## config.mk

```make
export PLATFORM = sky130hd
export DESIGN_NAME = pc_sequencer
export DESIGN_NICKNAME = d
export VERILOG_FILES = /design/src/rtl/pc_sequencer.sv
export SDC_FILE = /design/constraint.sdc
export NUM_CORES = 1
export LEC_CHECK = 0
export ABC_AREA = 1
export BUFFER_PORTS_ARGS = -buffer_cell sky130_fd_sc_hd__buf_2
export CAP_MARGIN = 20
export CORE_ASPECT_RATIO = 0.9
export CORE_MARGIN = 2
export CORE_UTILIZATION = 45
export CTS_CLUSTER_SIZE = 20
export DETAILED_ROUTE_END_ITERATION = 8
export PLACE_DENSITY = 0.77
export SLEW_MARGIN = 20
export SYNTH_ARGS = -nofsm -noshare
export SYNTH_HDL_FRONTEND = slang
export SYNTH_SLANG_ARGS = --single-unit
```

## constraint.sdc

```tcl
create_clock -name clk -period 1.79 [get_ports clk]
set_clock_uncertainty 0.05 [all_clocks]
set_input_delay 0.179 -clock clk [delete_from_list [all_inputs] [get_ports clk]]
set_output_delay 0.179 -clock clk [all_outputs]
set_load 0.02 [all_outputs]
```

## src/rtl/pc_sequencer.sv

```systemverilog
// Fetch-stage program-counter sequencer: BOOT/RUN/HALT control with trap, branch and
// return-address redirects. Define PC_SEQ_RAS_EN to build the return-address stack.
module pc_sequencer #(
   parameter int              XLEN         = 32,
   parameter logic [XLEN-1:0] RESET_VECTOR = '0,
   parameter int              STEP         = 4,
   parameter int              RAS_DEPTH    = 4
) (
   input  logic            clk,
   input  logic            rst_n,
   output logic            fetch_valid,
   output logic [XLEN-1:0] fetch_addr,
   input  logic            fetch_ready,
   input  logic            redirect_valid,
   input  logic [XLEN-1:0] redirect_target,
   input  logic            trap_valid,
   input  logic [XLEN-1:0] trap_vector,
   input  logic            halt_req,
   input  logic            ras_push,
   input  logic [XLEN-1:0] ras_push_addr,
   input  logic            ras_pop,
   output logic            misaligned_fault
);

   typedef enum logic [1:0] {ST_BOOT, ST_RUN, ST_HALT} state_t;

   state_t          state_reg, state_next;
   logic            fetch_valid_reg, fetch_valid_next;
   logic [XLEN-1:0] fetch_addr_reg, fetch_addr_next;
   logic            fault_reg, fault_next;

   logic            redirect_ok, redirect_bad, handshake;
   logic            ras_hit;
   logic [XLEN-1:0] ras_top;

   assign redirect_ok  = redirect_valid && (redirect_target[1:0] == 2'b00);
   assign redirect_bad = redirect_valid && (redirect_target[1:0] != 2'b00);
   assign handshake    = fetch_valid_reg && fetch_ready;

`ifdef PC_SEQ_RAS_EN
   localparam int PTR_W = $clog2(RAS_DEPTH);
   localparam int CNT_W = PTR_W + 1;

   logic [XLEN-1:0]  ras_mem [RAS_DEPTH];
   logic [PTR_W-1:0] ras_top_reg, ras_top_next, ras_wr_idx;
   logic [CNT_W-1:0] ras_cnt_reg, ras_cnt_next;
   logic             ras_wr_en, ras_nonempty;

   assign ras_nonempty = (ras_cnt_reg != '0);
   assign ras_hit      = ras_pop && ras_nonempty;
   assign ras_top      = ras_mem[ras_top_reg];

   // Stack pointer wraps circularly, so a push when full silently overwrites the oldest entry.
   always_comb begin
      ras_top_next = ras_top_reg;
      ras_cnt_next = ras_cnt_reg;
      ras_wr_en    = 1'b0;
      ras_wr_idx   = ras_top_reg;
      if (trap_valid) begin
         ras_cnt_next = '0;
      end else if (ras_push && ras_hit) begin
         ras_wr_en  = 1'b1;
         ras_wr_idx = ras_top_reg;
      end else if (ras_push) begin
         ras_top_next = ras_top_reg + 1'b1;
         ras_wr_en    = 1'b1;
         ras_wr_idx   = ras_top_reg + 1'b1;
         if (ras_cnt_reg != CNT_W'(RAS_DEPTH))
            ras_cnt_next = ras_cnt_reg + 1'b1;
      end else if (ras_hit) begin
         ras_top_next = ras_top_reg - 1'b1;
         ras_cnt_next = ras_cnt_reg - 1'b1;
      end
   end

   always_ff @(posedge clk or negedge rst_n) begin
      if (!rst_n) begin
         ras_top_reg <= '0;
         ras_cnt_reg <= '0;
      end else begin
         ras_top_reg <= ras_top_next;
         ras_cnt_reg <= ras_cnt_next;
      end
   end

   always_ff @(posedge clk) begin
      if (ras_wr_en)
         ras_mem[ras_wr_idx] <= ras_push_addr;
   end
`else
   logic unused_ras;
   assign unused_ras = ^{ras_push, ras_pop, ras_push_addr};
   assign ras_hit    = 1'b0;
   assign ras_top    = '0;
`endif

   always_ff @(posedge clk or negedge rst_n) begin
      if (!rst_n)
         state_reg <= ST_BOOT;
      else
         state_reg <= state_next;
   end

   always_comb begin
      state_next = state_reg;
      case (state_reg)
         ST_BOOT: state_next = ST_RUN;
         ST_RUN:
            if (halt_req && (!fetch_valid_reg || fetch_ready))
               state_next = ST_HALT;
         ST_HALT:
            if (trap_valid || redirect_ok)
               state_next = ST_RUN;
         default: state_next = ST_BOOT;
      endcase
   end

   // Redirects apply in RUN and HALT; only RUN consumes RAS pops and sequential steps.
   always_comb begin
      fetch_addr_next  = fetch_addr_reg;
      fetch_valid_next = fetch_valid_reg;
      fault_next       = 1'b0;
      case (state_reg)
         ST_BOOT: fetch_valid_next = 1'b1;
         ST_RUN, ST_HALT: begin
            if (trap_valid)
               fetch_addr_next = trap_vector;
            else if (redirect_ok)
               fetch_addr_next = redirect_target;
            else if (redirect_bad)
               fault_next = 1'b1;
            else if (state_reg == ST_RUN && ras_hit)
               fetch_addr_next = ras_top;
            else if (state_reg == ST_RUN && handshake)
               fetch_addr_next = fetch_addr_reg + XLEN'(STEP);
            fetch_valid_next = (state_next == ST_RUN);
         end
         default: fetch_valid_next = 1'b0;
      endcase
   end

   always_ff @(posedge clk or negedge rst_n) begin
      if (!rst_n) begin
         fetch_valid_reg <= 1'b0;
         fetch_addr_reg  <= RESET_VECTOR;
         fault_reg       <= 1'b0;
      end else begin
         fetch_valid_reg <= fetch_valid_next;
         fetch_addr_reg  <= fetch_addr_next;
         fault_reg       <= fault_next;
      end
   end

   assign fetch_valid      = fetch_valid_reg;
   assign fetch_addr       = fetch_addr_reg;
   assign misaligned_fault = fault_reg;

endmodule

```

==> impl_results.md <==
- Pins over their slew limit: 0
- Yosys top cell by area: sky130_fd_sc_hd__dfrtp_1
- Syn-to-layout area delta: 24.1%
- Net count of the mapped netlist: 607
- Number of buffers created by CTS: 5
- Switch Pwr: 2.71 mW
- Routed wirelength normalized by instance count: 12.4 um
- Worst setup SP type: flop
- Arrival time of the worst setup path: 1.79 ns
- Share of final-layout standard cells stronger than drive strength 1: 26.1%
- Required @ worst endpoint: 1.94 ns
- Htree depth: 2
- Number of cells produced by synthesis: 498
- Minimum period implied by the final worst setup slack: around 1.6 ns
- Peak supply drop: between 800 and 900 uV
- Initial core utilization: 46.6%
- Areal power density over the cells: ~1400 mW/mm2
- Longest Clk Path Bufs: 2
- Fin crit share: 92.0%
- Detailed-route vias per instance: 4.95
- Half-perimeter wire length after placement: 6560 um
- Cell area after placement: 0.00370 mm2
- Proportion of total power due to net switching: 50.7%
- Wire length of the first global-routing pass: about 14000 um
- Transition time at the pin with the least slew margin: 0.493 ns
- Die H: 82.3 um
- Result of the run: complete, no violations
- Number of port buffers: 103
- Count of final hold-check violations: 0
- Synthesis warning total: 0
- Gr usage total: a little under a quarter
- Combinational group share of total power: a little under three fifths
- Commonest non-fill, non-tap cell in the layout: sky130_fd_sc_hd__nand2_1
- Number of nets in the layout: 713
- Setup violation total in the final timing report: 0
- Antenna violations before repair: 0
- IO Pins: ~140
- Fraction of the yosys area taken by sequential cells: 29.4%
- Layout fillers: 702
- GPL Wtd Cong: 0.949
- Largest cells by area after synthesis: sky130_fd_sc_hd__dfrtp_1 29%, sky130_fd_sc_hd__nand2_1 24%, sky130_fd_sc_hd__nor2_1 9.2%
- Post-synthesis cell type count: 28
- Mean instance size in the synthesized netlist: ~6.2 um2
- Count of vias placed by the detailed router: 3441
- Largest driver fanout on the critical path: 16
- Site row count: 28
- Die extent in x: 91.0 um
- Pin count of the biggest net entering global routing: 37
- Final cell count without fillers: between 600 and 700
- Max FFs per register: 32
- Max-slew headroom: 67.1%
- Summed instance area of the synthesized netlist: 0.00307 mm2
- Number of detailed-routing iterations run before antenna repair: 4
- Count of unresolved DRC violations after routing: 0
- Vias in the first global route: 3272
- CTS Sinks: 36
- Highest clock frequency the design can meet: 607 MHz
- Count of max-cap constraint violations: 0
- Critical setup path kind: flop to flop
- Iteration-0 DRC count of the detailed router: 212
- Clock share of power: 11.8%
- Standard cell core area: 0.00659 mm2
- Unrepaired setup endpoints after global routing: false
- Number of flip-flops and latches in the synthesized netlist: 36
- Clock transition at the registers of the reported paths: 0.08 ns
- Summed negative setup slack over all endpoints: 0 ns
- Post-synth top area share: slightly below 30%
- Clock insertion delay at the later pin of the skew report: around 0.30 ns
- Die Area: 0.00749 mm2
- Remaining global-route overflow: 0
- Cell Int Power: about 2.6 mW
- Total Wirelength: 8650 um
- CTS tree: done
- Number of antenna diodes: 0
- Placed cell count: 686
- WHS: between 0.05 and 0.06 ns
- Worst hold path type: input port to flop
- Post-route ant nets: 0
- Total design power: roughly 5.3 mW
- Kind of end point of the critical path: flop
- Static leakage power: 2.05 nW
- Buffer count from post-CTS setup fixing: 0
- Fraction of power consumed by sequential logic: 32.3%
- Clk Tree Root Cell: sky130_fd_sc_hd__clkbuf_8
- Total non-filler cell area in the finished layout: between 0.003 and 0.004 mm2
- Most frequent cells in the layout: 192 x sky130_fd_sc_hd__nand2_1, 103 x sky130_fd_sc_hd__buf_2, 74 x sky130_fd_sc_hd__nor2_1
[through the flow]
stage	util [%]	worst slack (ns)
floorplan	-	0.131
global placement	56.2	0.223
detailed placement	56.2	0.161
CTS	57.8	0.147
global route	57.8	0.000594
finish	57.8	0.143
[worst paths after layout]
check                          startpoint              to  slack, ns  cells after the start
min reg2reg                 fetch_addr[1]   fetch_addr[1]       0.46                      2
max                          state_reg[0]   fetch_addr[8]       0.14                      7
min                        trap_vector[0]   fetch_addr[0]       0.06                      3
max reg2reg                  state_reg[0]   fetch_addr[8]       0.14                      7
min in group asynchronous           rst_n  fetch_addr[12]       0.41                      3
max in group asynchronous           rst_n   fetch_addr[4]       0.93                      3
[worst max-delay path: stages, from the launching register on]
cell and delay (ns):
sky130_fd_sc_hd__dfrtp_1 0.40, sky130_fd_sc_hd__inv_1 0.10, sky130_fd_sc_hd__ha_1 0.39, sky130_fd_sc_hd__nand3_4 0.16
sky130_fd_sc_hd__buf_4 0.26, sky130_fd_sc_hd__nor2_2 0.05, sky130_fd_sc_hd__nand2_1 0.07, sky130_fd_sc_hd__nand2_1 0.05
[final cells by class]
| cell class | count | area (um2) | share of cell area (%) |
|---|---|---|---|
| sequential | 36 | 901 | 23.7 |
| tap | 90 | 113 | 2.96 |
| clock buffer | 8 | 90.1 | 2.37 |
| inverter | 39 | 146 | 3.85 |
| timing repair buffer | 115 | 633 | 16.6 |
| multi-input combinational | 407 | 1920 | 50.5 |
[metal layers]
layer	global-route usage, %	wire length, um
met1	29.9	3870
met2	42.8	4190
met3	3.90	474
met4	6.52	110
met5	0	0
[logic make-up after synthesis]
family                     share of synthesized area [%]
and+or+nand+nor                                     50.2
buffers and inverters                               8.00
AOI/OAI and AO/OA                                   8.69
DFF                                                 29.4
xor gates and xnor gates                            1.71
adders and majority gates                           2.04
[repair_timing]
action | in CTS | in global routing
gates resized for setup | 0 | 1
setup endpoints to repair | 0 | 2
hold endpoints to repair | 36 | 0
hold buffers | 1 | 0
[power by group through the flow]
stage / Clock, mW / Combinational, mW / Sequential (mW)
final: 0.630 / 2.99 / 1.73
after global routing: 0.659 / 3.39 / 1.80
after CTS: 0.632 / 3.02 / 1.72
after detailed placement: 0 / 3.00 / 1.73
after global placement: 0 / 2.90 / 1.72
after floorplan: 0 / 1.69 / 2.07
[Yosys cell counts]
cell	n
sky130_fd_sc_hd__nand2_1	192
sky130_fd_sc_hd__nor2_1	75
sky130_fd_sc_hd__nand3_1	49
sky130_fd_sc_hd__dfrtp_1	36
sky130_fd_sc_hd__inv_1	35
sky130_fd_sc_hd__o21ai_0	24
sky130_fd_sc_hd__nor2_2	15
sky130_fd_sc_hd__buf_2	7
sky130_fd_sc_hd__nand2_2	7
sky130_fd_sc_hd__o21bai_1	7
sky130_fd_sc_hd__clkbuf_1	5
sky130_fd_sc_hd__ha_1	5
sky130_fd_sc_hd__nor2_4	5
sky130_fd_sc_hd__xnor2_1	5
sky130_fd_sc_hd__a21oi_1	4
sky130_fd_sc_hd__buf_6	4
sky130_fd_sc_hd__inv_2	4
sky130_fd_sc_hd__o211ai_1	4
sky130_fd_sc_hd__o21ai_1	3
sky130_fd_sc_hd__and2_1	2
sky130_fd_sc_hd__nand2_4	2
sky130_fd_sc_hd__nand3b_1	2
sky130_fd_sc_hd__a21boi_0	1
sky130_fd_sc_hd__nand3_2	1
sky130_fd_sc_hd__nand3_4	1
sky130_fd_sc_hd__nor2_8	1
sky130_fd_sc_hd__o211ai_4	1
sky130_fd_sc_hd__xor2_1	1
No activity file was read; power rests on OpenSTA's default activity.
